`src/rtl/cpu_mem_arbiter.sv`:
```
// Two-requester arbiter (R0 = fetch, R1 = load/store) in front of the single data-side bus wrapper.
// R1 wins by default; an aging counter forces R0 through, and a sticky watchdog flags hung transfers.
module cpu_mem_arbiter #(
    parameter int MAX_WAIT = 2,
    parameter int TIMEOUT  = 256
) (
    input  logic        ACLK,
    input  logic        ARESET,
    input  logic        r0_oe,
    input  logic [3:0]  r0_web,
    input  logic [31:0] r0_addr,
    input  logic [31:0] r0_wdata,
    output logic [31:0] r0_rdata,
    output logic        r0_done,
    input  logic        r1_oe,
    input  logic [3:0]  r1_web,
    input  logic [31:0] r1_addr,
    input  logic [31:0] r1_wdata,
    output logic [31:0] r1_rdata,
    output logic        r1_done,
    output logic        m_oe,
    output logic [3:0]  m_web,
    output logic [31:0] m_addr,
    output logic [31:0] m_di,
    output logic        m_stall,
    input  logic [31:0] m_data,
    input  logic        m_done,
    output logic        grant,
    output logic        busy,
    output logic        timeout_err
);

    localparam logic [3:0]  MAX_W   = 4'(MAX_WAIT);
    localparam logic [15:0] WD_LAST = 16'(TIMEOUT - 1);

    typedef enum logic [1:0] {S_IDLE, S_ISSUE, S_WAIT} state_t;

    state_t      r_state;
    state_t      w_next;
    logic        r_req_oe;
    logic [3:0]  r_m_web;
    logic [31:0] r_m_addr;
    logic [31:0] r_m_di;
    logic        r_grant;
    logic [3:0]  r_age_cnt;
    logic [15:0] r_wd_cnt;
    logic        r_timeout_err;
    logic [31:0] r_r0_rdata;
    logic [31:0] r_r1_rdata;

    logic        w_p0;
    logic        w_p1;
    logic        w_pick0;
    logic        w_done;
    logic [31:0] w_ret;

    assign w_p0    = r0_oe | (r0_web != 4'hF);
    assign w_p1    = r1_oe | (r1_web != 4'hF);
    assign w_pick0 = w_p0 & (~w_p1 | (r_age_cnt >= MAX_W));
    assign w_done  = (r_state == S_WAIT) & m_done;
    // Writes return zero data so a stale read value never looks like store feedback.
    assign w_ret   = (r_m_web != 4'hF) ? 32'h0 : m_data;

    always_ff @(posedge ACLK or posedge ARESET) begin
        if (ARESET) r_state <= S_IDLE;
        else        r_state <= w_next;
    end

    always_comb begin
        w_next      = r_state;
        m_oe        = 1'b0;
        m_web       = 4'hF;
        m_stall     = 1'b1;
        busy        = (r_state != S_IDLE);
        m_addr      = r_m_addr;
        m_di        = r_m_di;
        grant       = r_grant;
        timeout_err = r_timeout_err;
        r0_done     = w_done & ~r_grant;
        r1_done     = w_done & r_grant;
        r0_rdata    = r0_done ? w_ret : r_r0_rdata;
        r1_rdata    = r1_done ? w_ret : r_r1_rdata;
        case (r_state)
            S_IDLE: begin
                if (w_p0 || w_p1) w_next = S_ISSUE;
            end
            S_ISSUE: begin
                m_stall = 1'b0;
                m_oe    = r_req_oe;
                m_web   = r_m_web;
                w_next  = S_WAIT;
            end
            S_WAIT: begin
                if (m_done) w_next = S_IDLE;
            end
            default: w_next = S_IDLE;
        endcase
    end

    always_ff @(posedge ACLK or posedge ARESET) begin
        if (ARESET) begin
            r_req_oe      <= 1'b0;
            r_m_web       <= 4'hF;
            r_m_addr      <= 32'h0;
            r_m_di        <= 32'h0;
            r_grant       <= 1'b1;
            r_age_cnt     <= 4'h0;
            r_wd_cnt      <= 16'h0;
            r_timeout_err <= 1'b0;
            r_r0_rdata    <= 32'h0;
            r_r1_rdata    <= 32'h0;
        end else begin
            if (r_state == S_IDLE && (w_p0 || w_p1)) begin
                r_grant <= ~w_pick0;
                if (w_pick0) begin
                    r_req_oe  <= r0_oe & (r0_web == 4'hF);
                    r_m_web   <= r0_web;
                    r_m_addr  <= r0_addr;
                    r_m_di    <= r0_wdata;
                    r_age_cnt <= 4'h0;
                end else begin
                    r_req_oe <= r1_oe & (r1_web == 4'hF);
                    r_m_web  <= r1_web;
                    r_m_addr <= r1_addr;
                    r_m_di   <= r1_wdata;
                    if (w_p0 && r_age_cnt != 4'hF) r_age_cnt <= r_age_cnt + 4'h1;
                end
            end
            if (w_done) begin
                if (r_grant) r_r1_rdata <= w_ret;
                else         r_r0_rdata <= w_ret;
            end
            // The watchdog only reports; the transfer keeps waiting for m_done.
            if (r_state == S_WAIT && !m_done) begin
                if (r_wd_cnt != 16'hFFFF) r_wd_cnt <= r_wd_cnt + 16'h1;
                if (r_wd_cnt == WD_LAST)  r_timeout_err <= 1'b1;
            end else begin
                r_wd_cnt <= 16'h0;
            end
        end
    end

endmodule
```
`config.mk`:
```
export PLATFORM = sky130hd
export DESIGN_NAME = cpu_mem_arbiter
export DESIGN_NICKNAME = d
export VERILOG_FILES = /design/src/rtl/cpu_mem_arbiter.sv
export SDC_FILE = /design/constraint.sdc
export NUM_CORES = 1
export LEC_CHECK = 0
export CORE_ASPECT_RATIO = 0.6
export CORE_UTILIZATION = 35
export CTS_CLUSTER_DIAMETER = 30
export CTS_CLUSTER_SIZE = 10
export DETAILED_ROUTE_END_ITERATION = 8
export GPL_ROUTABILITY_DRIVEN = 0
export MAX_ROUTING_LAYER = met4
export PLACE_DENSITY = 0.69
export SYNTH_ARGS = -nofsm -noshare
export SYNTH_HDL_FRONTEND = slang
export SYNTH_SLANG_ARGS = --single-unit
```
`constraint.sdc`:
```
create_clock -name ACLK -period 13.6 [get_ports ACLK]
set_input_delay 2.72 -clock ACLK [delete_from_list [all_inputs] [get_ports ACLK]]
set_output_delay 2.72 -clock ACLK [all_outputs]
set_load 0.03 [all_outputs]
```
==> run_results.csv, run 1 <==
group,metric,value,unit
run_status,status,"complete, no violations",
logic_synthesis,syn_nets,964,
logic_synthesis,synth.top_cell.area_share,53.9,%
logic_synthesis,synth_seq_cells,157,
logic_synthesis,synth_mux_area_share,0.567,%
clocking,path_clk_slew,0.07,ns
logic_synthesis,synth_compound_area_share,24.2,%
layout,antenna_cells,0,
clocking,numCtsBuffers,17,
drt,drt-total-wl,24.0,mm
placement,io_buffers,311,
global_routing,antenna_found_initial,0,
drt,vias,6952,
floorplan,core_area,19400,um2
logic_synthesis,synth-simple-area-share,14.8,%
clocking,insertion_delay,0.42,ns
layout,drive_gt1_share,5.57,%
clocking,cts_tree,"done",
clocking,numClockSinks,157,
logic_synthesis,yosys.area.top_type,"dfrtp_1",
drt,ant_nets,0,
drt,dr_wl_met3,2.56,mm
logic_synthesis,synth_flop_cell,"dfrtp_1",
logic_synthesis,syn_area_per_cell,8.96,um2
drt,wl_per_cell,17.9,um
logic_synthesis,synth.cell_area,7060,um2
floorplan,die-height,112,um
logic_synthesis,synth_cell_types,48,
placement,dpl.hpwl,16.3,mm
power_and_ir_drop,ir_worst_vdd,0.000133,V
logic_synthesis,yosysWarnings,0,
sta,hold_viol,0,
logic_synthesis,synth_edf_count,0,
setup_path,r2r_cells,7,
power_and_ir_drop,power.leakage,4.31,nW
layout,fillers,1701,
global_routing,grt_max_degree,96,
logic_synthesis,synthXorXnorAreaFrac,0,%
logic_synthesis,netlist_instances,788,
sta,fin_ws,5.72,ns
layout,areaGrowthSynthToFinish,54.8,%
global_routing,grt_overflow,0,
placement,post_dp_cell_area,10400,um2
layout,instances_no_fill,1344,
setup_path,cp_num_buf_inv,3,
setup_path,slowest_stage,"clkdlybuf4s50_1",
setup_path,critPathArrivalTime,5.16,ns
setup_path,critical_path_class,"input port to primary output",
clocking,cts_root_buf,"clkbuf_16",
sta,timing.slew.headroom,35.9,%
layout,register_area,3940,um2
setup_path,crit_family,"buffers and inverters",
floorplan,initial_core_util,36.5,%
power_and_ir_drop,p_per_area,243,nW/um2
floorplan,io_pins,312,
setup_path,worstPathCellList,"clkdlybuf4s50_1 -> nand4bb_2 -> buf_4 -> o21ai_0 -> clkdlybuf4s50_1",
placement,placedCellCount,1312,
sta,final.min_clock_period,7.88,ns
clocking,cts_max_path_buffers,2,
layout,utilization,56.4,%
hold_path,hold_start,"timeout_err",
setup_path,reg2reg_from,"r_age_cnt[0]",
setup_path,end_kind,"primary output",
sta,setup_tns,0,ns
drt,drc_errors,0,
setup_path,required,10.88,ns
drt,firstDrtPassIters,5,
global_routing,grtUsageTotal,24.3,%
logic_synthesis,synth_area_leaders,"dfrtp_1 (54%), o21ai_0 (10%), a31oi_1 (6.3%), nand2_1 (6.1%), a21oi_1 (5.3%)",
logic_synthesis,synth_top_family_by_area,"compound AO/OA/AOI/OAI gates",
drt,top_layer,"met4",
setup_path,r2r-end,"m_di[28]",
layout,nets,1241,
drt,vias_per_cell,5.17,
sta,timing.final.crit_share,58.0,%
clocking,cts_resized,0,
placement,dp_slack,5.72,ns
drt,drt-met1-wl,10.6,mm
setup_path,worstSetupStartpointType,"input port",
floorplan,dieWidth,185,um
setup_path,critPathMaxFanout,47,
hold_path,hold_path_class,"flop to flop",
logic_synthesis,seq_area_frac_synth,55.7,%
logic_synthesis,async_reset_ff_share,100,%
flow_run,maxCapViolCount,0,
global_routing,grt_pass1_wl,37.8,mm
drt,drt_iter0_markers,442,
setup_path,r2r_slack,10.73,ns
layout,multi_input_area,2870,um2
sta,finalClockSkew,0.00941,ns
hold_path,whs_endpoint,"timeout_err",
sta,rsz0062_at_grt,"false",
hold_path,worstHoldPathCells,1,
layout,design_area,10900,um2
setup_path,cpMostUsedCell,"clkdlybuf4s50_1",
clocking,h-tree-depth,4,
global_routing,grt_pass1_vias,6762,
drt,dr_wl_met2,10.5,mm
sta,tightest_slew,0.959,ns
clocking,ctsHoldBuffers,0,
setup_path,slowest_delay,0.73,ns
sta,setup_viol,0,
clocking,cts_setup_buffers,0,
logic_synthesis,synth_fa_ha_area_share,0.532,%
floorplan,die_area,20800,um2
floorplan,num_rows,39,
sta,maxSlewViolCount,0,
sta,fmax,127,MHz
layout,layout.cells.most_common,"clkdlybuf4s50_1",
layout,most-common-layout-cells,"clkdlybuf4s50_1 (311), dfrtp_1 (152), o21ai_0 (142)",
==> per-layer routing <==
| layer | global-route usage (%) | vias to the layer above |
|---|---|---|
| met5 | - | - |
| met4 | 7.55 | 0 |
| met3 | 9.02 | 33 |
| met2 | 33.8 | 281 |
| met1 | 32.7 | 3287 |
| li1 | - | 3351 |
==> per-stage QoR <==
| step | power (mW) | hold WS (ns) |
|---|---|---|
| 2_1_floorplan | 1.62 | 0.463 |
| 3_3_place_gp | 2.21 | 0.465 |
| 3_5_place_dp | 2.22 | 0.462 |
| 4_1_cts | 2.68 | 0.478 |
| 5_1_grt | 2.83 | 0.495 |
| 6_report | 2.66 | 0.469 |
==> worst register-to-register path, delay by kind of cell (launching register included) <==
family	cells	cell delay (ns)
AOI/OAI and AO/OA	3	0.96
and+or+nand+nor	1	0.71
buffers and inverters	2	0.53
DFF	1	0.40
adders and majority gates	1	0.19
==> power breakdown <==
group          internal, mW  switching [mW]
registers             0.665          0.0885
logic                 0.540           0.917
clock network         0.255           0.197
==> worst max-delay path by stage <==
stage           start          end  slack, ns  cells past startpoint
2_1_floorplan  ARESET    m_addr[0]       6.65                      1
3_3_place_gp   m_done  r0_rdata[4]       5.86                      5
3_5_place_dp   m_done  r0_rdata[1]       5.72                      5
4_1_cts        m_done  r0_rdata[1]       5.69                      5
5_1_grt        m_done  r0_rdata[1]       5.53                      5
6_report       m_done  r0_rdata[1]       5.72                      5
==> flip-flops by register name, summed over array words and instances, names as in the netlist <==
| register | cells |
|---|---|
| m_addr | 32 |
| m_di | 32 |
| r_r0_rdata | 32 |
| r_r1_rdata | 32 |
| r_wd_cnt | 16 |
| r_age_cnt | 4 |
| r_m_web | 4 |
| r_state | 2 |
| grant | 1 |
| r_req_oe | 1 |
| timeout_err | 1 |
==> synthesized netlist by cell type (3+ instances only) <==
cell type / count
nand3_1: 9
a31oi_1: 71
o31ai_1: 3
a21oi_1: 75
nor2_1: 77
mux2i_1: 4
buf_2: 3
nand2_1: 114
nand2b_1: 8
a211oi_1: 4
clkbuf_1: 59
nor4_1: 4
nor3_1: 3
nand4_1: 5
dfrtp_1: 152
o21ai_0: 142
inv_1: 11
dfstp_2: 5
ha_1: 3
==> area by class of cell <==
class / count / share of cell area (%)
repair buffers: 322 / 29.2
flip-flops and latches: 157 / 36.0
multi-input cells: 555 / 26.3
clock inverters: 12 / 0.904
well taps: 266 / 3.04
clock buffers: 20 / 4.09
inverters: 12 / 0.458
==> cell families after synthesis <==
| family | after synthesis |
|---|---|
| AOI/OAI and AO/OA | 309 |
| and+or+nand+nor | 239 |
| DFF | 157 |
| muxes | 4 |
| adders and majority gates | 3 |
| buffers and inverters | 76 |
Note: power is estimated with default switching activity, not from simulation.
==> inputs of run 2 (changes only) <==
- clock period: 13.6 -> 7.6 ns (I/O delays scaled with it)
==> run 2 against run 1 <==
  * Via count shrank 0.10%
  * Hold slack gained 0.0075 ns
  * Critical endpoint is now r0_rdata[0]
  * Combinational power up 78%
  * Routed wire length is 0.10% higher
  * Highest routed layer unchanged
  * Non-clock buffer count is the same
  * Clock skew barely moved
  * Clock power grew 92%
  * Critical path depth unchanged
  * Design area is 0.41% higher
  * Worst setup slack worse by 3.9 ns
==> run_results.csv, run 2 (synthesized netlist as in run 1, its figures left out) <==
group,metric,value,unit
setup_path,worstSetupStartpointType,"input port",
setup_path,worstPathCellList,"clkdlybuf4s50_1 -> nand4bb_2 -> buf_4 -> o21ai_0 -> clkdlybuf4s50_1",
setup_path,critPathMaxFanout,42,
power_and_ir_drop,swShare,44.4,%
clocking,cts_root_buf,"clkbuf_16",
power_and_ir_drop,power.leakage,4.32,nW
clocking,h-tree-depth,4,
layout,fillers,1734,
setup_path,critPathArrivalTime,4.30,ns
sta,fin_ws,1.78,ns
setup_path,required,6.08,ns
setup_path,cp_num_buf_inv,3,
drt,ant_nets,0,
power_and_ir_drop,clockPowerShare,18.0,%
setup_path,r2r_cells,7,
drt,wl_per_cell,17.9,um
global_routing,antenna_found_initial,0,
sta,finalClockSkew,0.00896,ns
drt,drc_errors,0,
sta,final.min_clock_period,5.82,ns
setup_path,critical_path_cell_count,5,
clocking,cts_max_path_buffers,2,
setup_path,critical_path_class,"input port to primary output",
global_routing,grtUsageTotal,24.6,%
clocking,path_clk_slew,0.06,ns
sta,tightest_slew,0.968,ns
setup_path,reg2reg_from,"r_age_cnt[0]",
power_and_ir_drop,p_per_area,439,nW/um2
clocking,insertion_delay,0.42,ns
setup_path,slowest_stage,"nand4bb_2",
floorplan,die_area,20800,um2
sta,hold_viol,0,
clocking,numCtsBuffers,17,
drt,firstDrtPassIters,5,
sta,maxSlewViolCount,0,
clocking,ctsHoldBuffers,0,
drt,drt_iter0_markers,474,
layout,most-common-layout-cells,"clkdlybuf4s50_1 (311), dfrtp_1 (152), o21ai_0 (142)",
floorplan,initial_core_util,36.5,%
setup_path,r2r-end,"m_di[28]",
sta,rsz0062_at_grt,"false",
sta,setup_viol,0,
global_routing,grt_overflow,0,
sta,timing.slew.headroom,35.2,%
layout,nets,1241,
flow_run,maxCapViolCount,0,
global_routing,grt_pass1_vias,6826,
sta,setup_tns,0,ns
drt,vias_per_cell,5.17,
floorplan,die-height,112,um
clocking,cts_setup_buffers,0,
layout,drive_gt1_share,5.48,%
sta,fmax,172,MHz
clocking,numClockSinks,157,
floorplan,num_rows,39,
placement,dpl.hpwl,16.4,mm
placement,io_buffers,311,
power_and_ir_drop,pwr-share-seq,28.0,%
global_routing,grt_max_degree,97,
power_and_ir_drop,ir_worst_vdd,0.000266,V
clocking,cts_resized,0,
power_and_ir_drop,combPwrFrac,54.0,%
layout,antenna_cells,0,
setup_path,crit_family,"buffers and inverters",
layout,areaGrowthSynthToFinish,55.4,%
drt,drt-total-wl,24.1,mm
floorplan,dieWidth,185,um
layout,layout.cells.most_common,"clkdlybuf4s50_1",
drt,vias,6945,
sta,timing.final.crit_share,76.6,%
clocking,cts_tree,"done",
global_routing,grt_pass1_wl,38.4,mm
floorplan,io_pins,312,
floorplan,core_area,19400,um2
hold_path,hold_path_class,"flop to flop",
setup_path,r2r_slack,4.66,ns
setup_path,crit_start,"m_done",
setup_path,slowest_delay,0.73,ns
power_and_ir_drop,p_int,2.68,mW
placement,dp_slack,1.78,ns
setup_path,endpoint,"r0_rdata[0]",
setup_path,cpMostUsedCell,"clkdlybuf4s50_1",
setup_path,end_kind,"primary output",
run_status,status,"complete, no violations",
power_and_ir_drop,switchingPower,2.14,mW
[run 2: worst reg2reg max path: stages, from the launching register on]
cell and delay, ns:
dfrtp_1 0.40, inv_1 0.06, ha_1 0.19, nor4_1 0.71, o21a_2 0.69, buf_4 0.45
o21ai_0 0.21, a21oi_1 0.15
[run 2: worst min path at each step]
stage | cells past startpoint | endpoint | start
3_3_place_gp | 1 | timeout_err | timeout_err
3_5_place_dp | 1 | timeout_err | timeout_err
2_1_floorplan | 2 | r_age_cnt[3] | r_age_cnt[3]
6_report | 1 | timeout_err | timeout_err
4_1_cts | 1 | timeout_err | timeout_err
5_1_grt | 2 | r_r0_rdata[15] | r_r0_rdata[15]
[run 2: power groups by stage]
stage	registers [mW]	logic, mW	clock network [mW]
finish	1.35	2.60	0.869
global route	1.39	2.82	0.926
CTS	1.35	2.62	0.891
detailed placement	1.35	2.61	0
global placement	1.35	2.59	0
floorplan	1.68	1.22	0
[run 2: final cells by class]
class                           instances  area [um2]  share of cell area (%)
Clock buffer                           20         447                    4.07
Tap cell                              266         333                    3.03
Clock inverter                         11         144                    1.31
Multi-Input combinational cell        555        2870                    26.2
Timing Repair Buffer                  322        3200                    29.1
Inverter                               12        50.0                   0.456
Sequential cell                       157        3940                    35.9
[run 2: per-layer routing]
metal	part of all wire, %	global-route usage, %	wire length, um
met4	0.92	5.40	222
met3	10	8.79	2400
met1	45	33.0	10800
met2	44	35.4	10600
met5	0	-	0
[run 2: stage by stage]
step                hold slack (ns)  util [%]  std cells  power (mW)  cell area [um2]
finish                        0.476      56.7       1343        4.82            11000
global route                  0.509      56.7       1343        5.14            11000
CTS                           0.492      56.7       1343        4.86            11000
detailed placement            0.472      53.6       1312        3.96            10400
global placement              0.464      53.6       1312        3.94            10400
floorplan                     0.463         -        788        2.90             7060
==> inputs of run 3 (changes only) <==
- PLACE_DENSITY: 0.69 -> 0.71
- clock period: 7.6 -> 4.92 ns (I/O delays scaled with it)
==> run 3 against run 2 <==
  * Design area increased by 0.29%
  * Global-route usage decreased by 0.83 points
  * Total power increased by 55%
  * Clock skew increased by 0.0016 ns
  * Combinational power increased by 55%
  * Critical path type unchanged
  * Critical endpoint is now r1_rdata[29]
  * Highest routed layer unchanged
==> run_results.csv, run 3 (synthesized netlist as in run 1, its figures left out) <==
group,metric,value,unit
floorplan,die-height,112,um
sta,tightest_slew,0.948,ns
flow_run,maxCapViolCount,0,
drt,ant_nets,0,
global_routing,grt_pass1_vias,6922,
power_and_ir_drop,totalPowerFinal,7.46,mW
floorplan,dieWidth,185,um
layout,antenna_cells,0,
clocking,h-tree-depth,4,
setup_path,slowest_delay,0.73,ns
sta,setup_tns,0,ns
setup_path,worstSetupStartpointType,"input port",
sta,maxSlewViolCount,0,
clocking,cts_tree,"done",
clocking,numCtsBuffers,17,
setup_path,end_kind,"primary output",
clocking,cts_setup_buffers,0,
layout,layout.cells.most_common,"clkdlybuf4s50_1",
sta,finalClockSkew,0.0106,ns
drt,dr_wl_met2,10.7,mm
setup_path,critPathMaxFanout,65,
hold_path,hold_path_class,"flop to flop",
layout,most-common-layout-cells,"clkdlybuf4s50_1 (311), dfrtp_1 (152), o21ai_0 (142)",
sta,whs,0.476,ns
sta,fmax,246,MHz
sta,rsz0062_at_grt,"false",
clocking,ctsHoldBuffers,0,
drt,drt-met1-wl,10.5,mm
clocking,path_clk_slew,0.06,ns
sta,final.min_clock_period,4.07,ns
global_routing,antenna_found_initial,0,
drt,dr_wl_met3,2.43,mm
drt,drt_iter0_markers,374,
run_status,status,"complete, no violations",
drt,wl_per_cell,17.8,um
drt,drc_errors,0,
layout,nets,1244,
layout,drive_gt1_share,5.74,%
floorplan,io_pins,312,
power_and_ir_drop,power.leakage,4.34,nW
drt,firstDrtPassIters,5,
clocking,numClockSinks,157,
global_routing,grt_overflow,0,
power_and_ir_drop,p_per_area,677,nW/um2
drt,vias_per_cell,5.24,
sta,timing.final.crit_share,82.7,%
global_routing,grt_pass1_wl,37.3,mm
sta,timing.slew.headroom,36.5,%
floorplan,num_rows,39,
floorplan,initial_core_util,36.5,%
setup_path,worstPathCellList,"clkdlybuf4s50_1 -> nand4b_1 -> buf_4 -> nand2_1 -> o21ai_0 -> clkdlybuf4s50_1",
setup_path,critPathArrivalTime,3.08,ns
placement,dpl.hpwl,16.1,mm
placement,post_dp_cell_area,10400,um2
layout,design_area,11000,um2
sta,hold_viol,0,
power_and_ir_drop,ir_worst_vdd,0.000368,V
clocking,cts_root_buf,"clkbuf_16",
setup_path,cpMostUsedCell,"clkdlybuf4s50_1",
clocking,insertion_delay,0.43,ns
sta,setup_viol,0,
placement,io_buffers,311,
floorplan,die_area,20800,um2
floorplan,core_area,19400,um2
layout,fillers,1740,
drt,top_layer,"met4",
clocking,cts_resized,0,
global_routing,grtUsageTotal,23.7,%
global_routing,grt_max_degree,158,
setup_path,slowest_stage,"clkdlybuf4s50_1",
setup_path,critical_path_class,"input port to primary output",
drt,vias,7055,
drt,drt-total-wl,24.0,mm
clocking,cts_max_path_buffers,2,
layout,areaGrowthSynthToFinish,55.9,%
setup_path,required,3.94,ns
-- run 3: cell count changes in the layout (fill, tap and decap cells not counted) --
| cell | previous run | this run |
|---|---|---|
| buf_12 | 0 | 2 |
| clkbuf_8 | 1 | 2 |
| bufinv_16 | 3 | 2 |
| buf_4 | 11 | 12 |
-- run 3: per-stage QoR --
stage | worst slack, ns | instances | util, %
floorplan | 1.71 | 788 | -
global placement | 0.983 | 1315 | 53.8
detailed placement | 0.878 | 1315 | 53.8
CTS | 0.859 | 1346 | 56.8
global route | 0.680 | 1346 | 56.8
finish | 0.853 | 1346 | 56.8
-- run 3: final timing paths --
path | from | end | slack, ns | depth (start not counted)
setup reg to reg | r_age_cnt[0] | m_addr[2] | 2.07 | 7
hold reg to reg | timeout_err | timeout_err | 0.48 | 1
setup / recovery | m_done | r1_rdata[29] | 0.85 | 6
hold / removal | timeout_err | timeout_err | 0.48 | 1
min in group asynchronous | ARESET | r_r0_rdata[14] | 1.17 | 3
max in group asynchronous | ARESET | m_di[26] | 3.12 | 3
-- run 3: per-layer routing --
| layer | vias up | global-route usage, % |
|---|---|---|
| met4 | 0 | 5.73 |
| met1 | 3388 | 30.7 |
| met2 | 284 | 34.9 |
| li1 | 3355 | - |
| met5 | - | - |
| met3 | 28 | 8.96 |
-- run 3: critical path: cells and delay by family --
kind / cells / cell delay (ns)
AO/OA/AOI/OAI: 1 / 0.14
buffers and inverters: 3 / 1.71
AND/OR/NAND/NOR: 2 / 0.23
-- run 3: report_power, final --
part / internal (mW) / leakage [nW] / switching, mW
clock network: 0.771 / 0.275 / 0.550
registers: 1.84 / 1.98 / 0.255
logic: 1.52 / 2.08 / 2.52
total: 4.13 / 4.34 / 3.33
-- run 3: area by class of cell --
type | count | area, um2 | area share [%]
Sequential cell | 157 | 3940 | 35.8
Timing Repair Buffer | 325 | 3240 | 29.5
Multi-Input combinational cell | 555 | 2870 | 26.1
Clock buffer | 21 | 460 | 4.18
Tap cell | 266 | 333 | 3.02
Clock inverter | 10 | 115 | 1.05
Inverter | 12 | 48.8 | 0.443
